==> config.mk <==
export PLATFORM = sky130hd
export DESIGN_NAME = uart_rx_ext_flat
export DESIGN_NICKNAME = d
export VERILOG_FILES = /design/src/rtl/uart_rx_ext_if.sv /design/src/rtl/uart_rx_ext.sv /design/src/flat_wrapper.sv
export SDC_FILE = /design/constraint.sdc
export NUM_CORES = 1
export LEC_CHECK = 0
export ABC_AREA = 1
export CAP_MARGIN = 20
export CORE_ASPECT_RATIO = 0.7
export CORE_UTILIZATION = 48
export CTS_CLUSTER_SIZE = 20
export DETAILED_ROUTE_END_ITERATION = 8
export PLACE_DENSITY = 0.66
export SYNTH_ARGS = -nofsm -noshare
export SYNTH_HDL_FRONTEND = slang
export SYNTH_SLANG_ARGS = --single-unit
==> constraint.sdc <==
create_clock -name clk -period 3.6 [get_ports clk]
set_clock_uncertainty 0.2 [all_clocks]
set_input_delay 0.9 -clock clk [delete_from_list [all_inputs] [get_ports clk]]
set_output_delay 0.9 -clock clk [all_outputs]
set_load 0.01 [all_outputs]
==> src/rtl/uart_rx_ext_if.sv <==
// Receive-side handshake bundle for uart_rx_ext: payload, valid/ack and status flags.
interface uart_rx_ext_if #(
    parameter int DATA_BITS = 8
);
    logic [DATA_BITS-1:0] data;
    logic                 valid;
    logic                 ack;
    logic                 parity_err;
    logic                 frame_err;
    logic                 overrun;
    logic                 brk;

    modport master (
        output data, valid, parity_err, frame_err, overrun, brk,
        input  ack
    );

    modport slave (
        input  data, valid, parity_err, frame_err, overrun, brk,
        output ack
    );
endinterface

==> src/rtl/uart_rx_ext.sv <==
// Parametrised UART receiver with 3-sample majority voting and a valid/ack output handshake.
// Define UART_RX_BREAK_EN to detect break frames (brk pulse, no delivery) instead of delivering them.
module uart_rx_ext #(
    parameter int CLK_HZ    = 25000000,
    parameter int BAUD      = 115200,
    parameter int DATA_BITS = 8,
    parameter int PARITY    = 0,
    parameter int STOP_BITS = 1
) (
    input  logic          clk,
    input  logic          rst,
    input  logic          rx,
    uart_rx_ext_if.master bus
);
    localparam int CPB = CLK_HZ / BAUD;
    localparam int M   = CPB / 2;
    localparam int CW  = $clog2(CPB);
    localparam int IW  = $clog2(DATA_BITS);

    localparam logic [CW-1:0] SAMP0    = CW'(M - 1);
    localparam logic [CW-1:0] SAMP1    = CW'(M);
    localparam logic [CW-1:0] SAMP2    = CW'(M + 1);
    localparam logic [CW-1:0] LAST_CNT = CW'(CPB - 1);
    localparam logic [IW-1:0] LAST_IDX = IW'(DATA_BITS - 1);
    localparam logic          LAST_STOP = 1'(STOP_BITS - 1);

    generate
        if (CPB < 8 || DATA_BITS < 5 || DATA_BITS > 9 || PARITY < 0 || PARITY > 2 ||
            (STOP_BITS != 1 && STOP_BITS != 2)) begin : g_param_check
            $error("uart_rx_ext: illegal parameter combination");
        end
    endgenerate

    typedef enum logic [2:0] {
        S_IDLE,
        S_START,
        S_DATA,
        S_PARITY,
        S_STOP
`ifdef UART_RX_BREAK_EN
        , S_WAIT_HIGH
`endif
    } state_t;

    state_t               state, state_next;
    logic                 rx_meta, rx_s;
    logic [CW-1:0]        bit_cnt;
    logic                 s0, s1;
    logic [DATA_BITS-1:0] shreg;
    logic [IW-1:0]        bit_idx;
    logic                 stop_idx;
    logic                 stop_err;
    logic                 par_bit;
    logic                 done;

    logic maj, sample_now, bit_end, last_stop, par_err;

    // Third sample is the live rx_s, so the bit resolves in the M+1 cycle itself.
    assign maj        = (s0 & s1) | (s0 & rx_s) | (s1 & rx_s);
    assign sample_now = (bit_cnt == SAMP2);
    assign bit_end    = (bit_cnt == LAST_CNT);
    assign last_stop  = (stop_idx == LAST_STOP);
    assign par_err    = (PARITY == 0) ? 1'b0 :
                        (PARITY == 1) ? ~(^shreg ^ par_bit) : (^shreg ^ par_bit);

`ifdef UART_RX_BREAK_EN
    logic stop0;
    logic brk_hit;
    logic is_break;
    logic first_stop;

    assign first_stop = (stop_idx == 1'b0) ? maj : stop0;
    assign is_break   = (shreg == '0) && ((PARITY == 0) || !par_bit) && !first_stop;
`endif

    always_ff @(posedge clk or posedge rst) begin
        if (rst) state <= S_IDLE;
        else     state <= state_next;
    end

    always_comb begin
        state_next = state;
        done       = 1'b0;
`ifdef UART_RX_BREAK_EN
        brk_hit    = 1'b0;
`endif
        case (state)
            S_IDLE:   if (!rx_s) state_next = S_START;
            S_START: begin
                if (sample_now && maj) state_next = S_IDLE;
                else if (bit_end)      state_next = S_DATA;
            end
            S_DATA: begin
                if (bit_end && bit_idx == LAST_IDX)
                    state_next = (PARITY != 0) ? S_PARITY : S_STOP;
            end
            S_PARITY: if (bit_end) state_next = S_STOP;
            // Leave at the final sample point so a back-to-back start bit is not missed.
            S_STOP: begin
                if (sample_now && last_stop) begin
`ifdef UART_RX_BREAK_EN
                    if (is_break) begin
                        brk_hit    = 1'b1;
                        state_next = S_WAIT_HIGH;
                    end else begin
                        done       = 1'b1;
                        state_next = S_IDLE;
                    end
`else
                    done       = 1'b1;
                    state_next = S_IDLE;
`endif
                end
            end
`ifdef UART_RX_BREAK_EN
            S_WAIT_HIGH: if (rx_s) state_next = S_IDLE;
`endif
            default:  state_next = S_IDLE;
        endcase
    end

    always_ff @(posedge clk or posedge rst) begin
        if (rst) begin
            rx_meta  <= 1'b1;
            rx_s     <= 1'b1;
            bit_cnt  <= '0;
            s0       <= 1'b1;
            s1       <= 1'b1;
            shreg    <= '0;
            bit_idx  <= '0;
            stop_idx <= 1'b0;
            stop_err <= 1'b0;
            par_bit  <= 1'b0;
`ifdef UART_RX_BREAK_EN
            stop0    <= 1'b1;
`endif
        end else begin
            rx_meta <= rx;
            rx_s    <= rx_meta;

            if (state == S_IDLE || bit_end) bit_cnt <= '0;
            else                            bit_cnt <= bit_cnt + 1'b1;

            if (bit_cnt == SAMP0) s0 <= rx_s;
            if (bit_cnt == SAMP1) s1 <= rx_s;

            case (state)
                S_START: begin
                    bit_idx  <= '0;
                    stop_idx <= 1'b0;
                    stop_err <= 1'b0;
                end
                S_DATA: begin
                    if (sample_now) shreg <= {maj, shreg[DATA_BITS-1:1]};
                    if (bit_end)    bit_idx <= bit_idx + 1'b1;
                end
                S_PARITY: if (sample_now) par_bit <= maj;
                S_STOP: begin
                    if (sample_now) begin
                        stop_err <= stop_err | ~maj;
`ifdef UART_RX_BREAK_EN
                        if (stop_idx == 1'b0) stop0 <= maj;
`endif
                    end
                    if (bit_end) stop_idx <= 1'b1;
                end
                default: ;
            endcase
        end
    end

    // A completing frame always loads; ack in the same cycle only decides whether it counts as overrun.
    always_ff @(posedge clk or posedge rst) begin
        if (rst) begin
            bus.data       <= '0;
            bus.valid      <= 1'b0;
            bus.parity_err <= 1'b0;
            bus.frame_err  <= 1'b0;
            bus.overrun    <= 1'b0;
        end else if (done) begin
            bus.data       <= shreg;
            bus.parity_err <= par_err;
            bus.frame_err  <= stop_err | ~maj;
            bus.valid      <= 1'b1;
            bus.overrun    <= bus.valid & ~bus.ack;
        end else if (bus.valid && bus.ack) begin
            bus.valid      <= 1'b0;
            bus.overrun    <= 1'b0;
        end
    end

`ifdef UART_RX_BREAK_EN
    always_ff @(posedge clk or posedge rst) begin
        if (rst) bus.brk <= 1'b0;
        else     bus.brk <= brk_hit;
    end
`else
    assign bus.brk = 1'b0;
`endif
endmodule
==> src/flat_wrapper.sv <==
// flat-port wrapper written by rule: the top's interface ports become plain ports
module uart_rx_ext_flat 
#(
    parameter int CLK_HZ    = 25000000,
    parameter int BAUD      = 115200,
    parameter int DATA_BITS = 8,
    parameter int PARITY    = 0,
    parameter int STOP_BITS = 1
)
  (clk, rst, rx, bus_data, bus_valid, bus_parity_err, bus_frame_err, bus_overrun, bus_brk, bus_ack);
  uart_rx_ext_if #(.DATA_BITS(DATA_BITS)) bus_i ();
  input  logic clk;
  input  logic rst;
  input  logic rx;
  output wire logic [$bits(bus_i.data)-1:0] bus_data;
  output wire logic [$bits(bus_i.valid)-1:0] bus_valid;
  output wire logic [$bits(bus_i.parity_err)-1:0] bus_parity_err;
  output wire logic [$bits(bus_i.frame_err)-1:0] bus_frame_err;
  output wire logic [$bits(bus_i.overrun)-1:0] bus_overrun;
  output wire logic [$bits(bus_i.brk)-1:0] bus_brk;
  input wire logic [$bits(bus_i.ack)-1:0] bus_ack;
  assign bus_data = bus_i.data;
  assign bus_valid = bus_i.valid;
  assign bus_parity_err = bus_i.parity_err;
  assign bus_frame_err = bus_i.frame_err;
  assign bus_overrun = bus_i.overrun;
  assign bus_brk = bus_i.brk;
  assign bus_i.ack = bus_ack;
  uart_rx_ext #(.CLK_HZ(CLK_HZ), .BAUD(BAUD), .DATA_BITS(DATA_BITS), .PARITY(PARITY), .STOP_BITS(STOP_BITS)) u_core (.clk(clk), .rst(rst), .rx(rx), .bus(bus_i));
endmodule
==> results.json, run 1 <==
{
  "cts_tree": "done",
  "hp-class": "register to register",
  "worstSetupPathDepth": 1,
  "syn_area_sq_um": 1820,
  "start_util_pct": 50.7,
  "critPathLaunchType": "register",
  "htreeDepth": 2,
  "drive_above_1_share_pct": 11.2,
  "period_minus_slack_ns": 2.33,
  "power_frac_comb_pct": 1.6,
  "grt_usage_pct": 19.1,
  "num_io_pins": 17,
  "ys.flop_type": "dfrtp_1",
  "via_per_inst": 4.96,
  "num_antenna_cells": 0,
  "antenna_found_initial": 0,
  "cts_sinks": 39,
  "clockPowerShare_pct": 48.2,
  "rr_worst_depth": 7,
  "max_cap_violations": 0,
  "nNetsFinal": 231,
  "drc_errors": 0,
  "async_flop_share_pct": 100,
  "crit_type": "register to primary output",
  "report.final.setup_viol": 0,
  "cpPeakStageDelay_ns": 0.56,
  "yosysWarnings": 0,
  "crit_path_cell_trace": "clkdlybuf4s50_1",
  "p_leak_uw": 0.000944,
  "p_int_uw": 721,
  "fmax_ghz": 0.430,
  "place_ws_ns": 1.47,
  "p_seq_share_pct": 50.3,
  "postCtsSetupBuffers": 0,
  "coreArea_sq_um": 3580,
  "place_congestion": 0.823,
  "grt_pass1_vias": 1204,
  "fillers": 314,
  "tightest_slew_ns": 0.674,
  "fp.dieW_um": 75.5,
  "crit_arrival_ns": 1.23,
  "drtIter0Drc": 74,
  "finalMaxSlewViolations": 0,
  "dr.pass1.iters": 5,
  "overflow": 0,
  "ys_types": 28,
  "timing.final.crit_share_pct": 64.6,
  "die_area_sq_um": 4040,
  "synth_area_leaders": "dfrtp_1, nand2_1, dfstp_2, inv_1, o21ai_1",
  "yosys.area.top_type_share_pct": 48.2,
  "die_y_um": 53.5,
  "ant_nets": 0,
  "status": "finished clean",
  "clk_path_buf_depth": 2,
  "synth_largest_area_cell": "dfrtp_1",
  "yosys.cell_count.top_type": "nand2_1",
  "cp-end-kind": "primary output",
  "area_growth_pct": 17.4,
  "synth-seq-area-share_pct": 54.0,
  "wl_per_cell_um": 12.0,
  "crit_family": "buffers and inverters",
  "worst_slack_ns": 1.27,
  "cts_resized": 0,
  "hold_depth": 0,
  "rsz0062_at_grt": "false",
  "regToRegSetupSlack_ns": 1.48,
  "numCtsBuffers": 5,
  "grt_max_degree": 40,
  "sw_frac_of_total_pct": 17.8,
  "synth_common_cells": "nand2_1, dfrtp_1, inv_1, o21ai_1, nand3_1",
  "cp.required_ns": 2.50,
  "synth-edff-count": 0,
  "p_per_area_nw_per_um2": 411,
  "worstReg2RegEnd": "u_core.bus.data[6]$_DFFE_PP0P_",
  "syn_area_per_cell_sq_um": 8.91,
  "irDropWorstVdd_mv": 0.240,
  "rr_startpoint": "u_core.bit_cnt[1]$_DFF_PP0_",
  "postCtsHoldBufs": 0,
  "grt_first_pass_wirelength_um": 5470,
  "path_buf_inv": 1,
  "hold_viol_final": 0,
  "num_vias": 1354,
  "timing.hold.ws_ns": 0.167,
  "drt_wl_total_um": 3290,
  "relSlewSlack_pct": 54.9,
  "clk_pin_slew_ns": 0.07,
  "cts_root_buf": "clkbuf_8",
  "fin_setup_tns_ns": 0,
  "dp_hpwl_um": 2420,
  "cpMaxStageDelayCell": "clkdlybuf4s50_1",
  "startpoint": "u_core.bus.valid$_DFFE_PP0P_",
  "crit_end": "bus_valid",
  "rows": 18,
  "synth-seq-cells": 39,
  "syn-instance-count": 204,
  "clk_latency_ns": 0.29,
  "p_switching_uw": 156,
  "io_buffers": 14,
  "worstPathMaxFanout": 3
}
-- cell families (layout without fill, tap and decap cells) --
family / after synthesis / after routing / share of synthesized area, %
AOI/OAI and AO/OA: 32 / 32 / 9.78
xor gates and xnor gates: 1 / 1 / 0.482
adders and majority gates: 5 / 5 / 3.44
buffers and inverters: 33 / 51 / 7.44
DFF: 39 / 39 / 54.0
muxes: 1 / 1 / 0.826
other: 1 / 2 / 0.206
and+or+nand+nor: 92 / 92 / 23.8
-- worst register-to-register path, cell delays in order (launching register included) --
cell and delay [ns]:
dfrtp_1 0.38, inv_1 0.12, ha_1 0.16, nand3_1 0.11
nor2_4 0.20, nand3_1 0.51, nand2_1 0.21, o21ai_1 0.09
-- through the flow --
stage               std cells  power (uW)  cell area [sq um]  util (%)
floorplan                 205         458               1820         -
global placement          265         463               2000      55.9
detailed placement        265         464               2000      55.9
CTS                       273         890               2130      59.6
global route              273         910               2130      59.6
finish                    273         877               2130      59.6
-- final cells by class --
| class | instances | area [sq um] | area share [%] |
|---|---|---|---|
| Sequential cell | 39 | 981 | 46.0 |
| Multi-Input combinational cell | 133 | 704 | 33.0 |
| Clock inverter | 2 | 60.1 | 2.82 |
| Inverter | 28 | 105 | 4.93 |
| Timing Repair Buffer | 15 | 148 | 6.92 |
| Clock buffer | 6 | 72.6 | 3.40 |
| Tap cell | 50 | 62.6 | 2.93 |
-- layout by cell type, fill, tap and decap left out --
master	instances
dfstp_2	4
mux2_4	1
nor3_4	1
nand3_1	14
nor3_2	1
clkbuf_8	5
nor2_4	2
nor2_2	1
nor2_1	12
bufinv_16	2
o21ai_1	16
nand2_2	3
nor3b_1	2
xnor2_1	1
ha_1	5
a211oi_1	1
o21ai_0	7
a22o_2	1
conb_1	2
o31ai_1	1
nand2_1	49
inv_1	28
o21ai_2	2
dfrtp_1	35
clkbuf_1	1
clkdlybuf4s50_1	14
a21oi_1	4
nand3_2	1
nor3_1	2
nand4_1	4
buf_4	1
-- power groups by stage --
stage          clock, uW  combinational, uW  sequential [uW]
6_report             422               13.9              441
5_1_grt              453               16.5              441
4_1_cts              434               14.6              441
3_5_place_dp           0               14.7              449
3_3_place_gp           0               14.2              449
2_1_floorplan          0               9.48              449
-- per-layer routing --
metal,share of wire [%],global-route usage (%),routed length (um),up-vias
met5,0,0,0,-
met4,1.0,8.33,34,0
met3,3.0,5.14,97,4
met2,46,28.4,1520,23
met1,50,25.9,1640,640
li1,-,-,-,687
-- state kept, by name (all words and copies together), names as in the netlist --
register / cells
u_core.bus.frame_err: 1
u_core.s0: 1
u_core.rx_meta: 1
u_core.bit_idx: 3
u_core.s1: 1
u_core.bus.valid: 1
u_core.stop_err: 1
u_core.state: 3
u_core.rx_s: 1
u_core.bus.data: 8
u_core.bus.overrun: 1
u_core.shreg: 8
u_core.bit_cnt: 8
u_core.stop_idx: 1
-- worst min-delay path by stage --
stage	from	end	slack, ns
6_report	u_core.rx_meta$_DFF_PP1_	u_core.rx_s$_DFF_PP1_	0.17
3_3_place_gp	u_core.rx_meta$_DFF_PP1_	u_core.rx_s$_DFF_PP1_	0.15
5_1_grt	u_core.rx_meta$_DFF_PP1_	u_core.rx_s$_DFF_PP1_	0.17
2_1_floorplan	u_core.rx_meta$_DFF_PP1_	u_core.rx_s$_DFF_PP1_	0.15
4_1_cts	u_core.rx_meta$_DFF_PP1_	u_core.rx_s$_DFF_PP1_	0.17
3_5_place_dp	u_core.rx_meta$_DFF_PP1_	u_core.rx_s$_DFF_PP1_	0.15
Note: power is estimated with default switching activity, not from simulation.
==> inputs of run 2 (changes only) <==
Clock period 3.6 ns to 2.33 ns, I/O delays scaled along.
==> results.json, run 2 (same netlist as run 1, synthesis figures left out) <==
{
  "status": "finished clean",
  "critPathLaunchType": "register",
  "die_area_sq_um": 4040,
  "reg.largest.list": "u_core.bit_cnt x8, u_core.bus.data x8, u_core.shreg x8",
  "start_util_pct": 50.7,
  "cp.required_ns": 2.31,
  "numCtsBuffers": 5,
  "place_congestion": 0.820,
  "layout_commonest_cell": "nand2_1",
  "num_vias": 1339,
  "drc_errors": 0,
  "rsz0062_at_grt": "false",
  "die_y_um": 53.5,
  "worstPathMaxFanout": 13,
  "postCtsSetupBuffers": 0,
  "timing.final.crit_share_pct": 85.8,
  "p_per_area_nw_per_um2": 593,
  "nNetsFinal": 232,
  "period_minus_slack_ns": 2.00,
  "grt_max_degree": 40,
  "grt_pass1_vias": 1234,
  "cts_tree": "done",
  "clk_pin_slew_ns": 0.08,
  "antenna_found_initial": 0,
  "num_antenna_cells": 0,
  "clk_latency_ns": 0.29,
  "coreArea_sq_um": 3580,
  "drtIter0Drc": 73,
  "use_met1_pct": 25.6,
  "grt_first_pass_wirelength_um": 5470,
  "cts_sinks": 39,
  "max_cap_violations": 0,
  "drive_above_1_share_pct": 12.1,
  "cts_resized": 0,
  "clk_path_buf_depth": 2,
  "via_per_inst": 4.89,
  "fp.dieW_um": 75.5,
  "crit_arrival_ns": 1.98,
  "ant_nets": 0,
  "place_ws_ns": 0.350,
  "io_buffers": 14,
  "rows": 18,
  "cp-end-kind": "register",
  "crit_type": "register to register",
  "area_growth_pct": 17.4,
  "layout_common_cells": "nand2_1, dfrtp_1, inv_1, o21ai_1",
  "fmax_ghz": 0.500,
  "grt_use_met2_pct": 28.7,
  "hold_viol_final": 0,
  "report.final.setup_viol": 0,
  "dp_hpwl_um": 2330,
  "grt_most_used_layer": "met2",
  "worst_slack_ns": 0.332,
  "grt_usage_pct": 19.1,
  "wl_per_cell_um": 12.0,
  "overflow": 0,
  "hp-class": "register to register",
  "finalMaxSlewViolations": 0,
  "fin_setup_tns_ns": 0,
  "p_leak_uw": 0.000945,
  "num_io_pins": 17,
  "met3_usage_pct": 5.33,
  "htreeDepth": 2,
  "fillers": 306,
  "postCtsHoldBufs": 0,
  "irDropWorstVdd_mv": 0.424,
  "drt_wl_total_um": 3280,
  "dr.pass1.iters": 4,
  "cts_root_buf": "clkbuf_8"
}
## run 2: path summary, 6_finish.rpt
check	slack, ns	start	end	depth (start not counted)
hold reg to reg	0.16	u_core.rx_meta$_DFF_PP1_	u_core.rx_s$_DFF_PP1_	0
max in group asynchronous	1.24	rst	u_core.rx_meta$_DFF_PP1_	3
hold / removal	0.16	u_core.rx_meta$_DFF_PP1_	u_core.rx_s$_DFF_PP1_	0
setup reg to reg	0.33	u_core.bit_cnt[1]$_DFF_PP0_	u_core.bus.data[5]$_DFFE_PP0P_	8
setup / recovery	0.33	u_core.bit_cnt[1]$_DFF_PP0_	u_core.bus.data[5]$_DFFE_PP0P_	8
min in group asynchronous	0.44	rst	u_core.bit_cnt[6]$_DFF_PP0_	3
## run 2: through the flow
| step | cells | area, sq um | hold WS [ns] | util [%] | total power [uW] |
|---|---|---|---|---|---|
| floorplan | 205 | 1820 | 0.145 | - | 708 |
| global placement | 266 | 2020 | 0.146 | 56.4 | 718 |
| global route | 274 | 2130 | 0.161 | 59.6 | 1320 |
| CTS | 274 | 2130 | 0.158 | 59.6 | 1280 |
| finish | 274 | 2130 | 0.158 | 59.6 | 1270 |
| detailed placement | 266 | 2020 | 0.151 | 56.4 | 719 |
## run 2: power by group
group	internal, uW	switching, uW
clock network	319	242
logic	8.24	16.1
registers	680	0.854
total	1010	259
## run 2: layout make-up
cell class                 instances  area [sq um]  share of cell area [%]
clock buffer                       5          68.8                    3.23
sequential                        39           981                    46.0
inverter                          28           105                    4.93
timing repair buffer              16           168                    7.86
tap                               50          62.6                    2.93
clock inverter                     3          43.8                    2.05
multi-input combinational        133           704                    33.0
## run 2: critical path, stage by stage, from the launching register on
cell	delay (ns)
dfrtp_1	0.39
inv_1	0.13
ha_1	0.18
nand3_1	0.12
nor2_4	0.20
nand3_1	0.27
buf_4	0.28
nand2_1	0.06
o21ai_1	0.06
## run 2: routing by layer
| layer | vias up | wire, um |
|---|---|---|
| met1 | 623 | 1660 |
| met3 | 7 | 108 |
| met4 | 0 | 55 |
| li1 | 687 | - |
| met5 | - | 0 |
| met2 | 22 | 1460 |
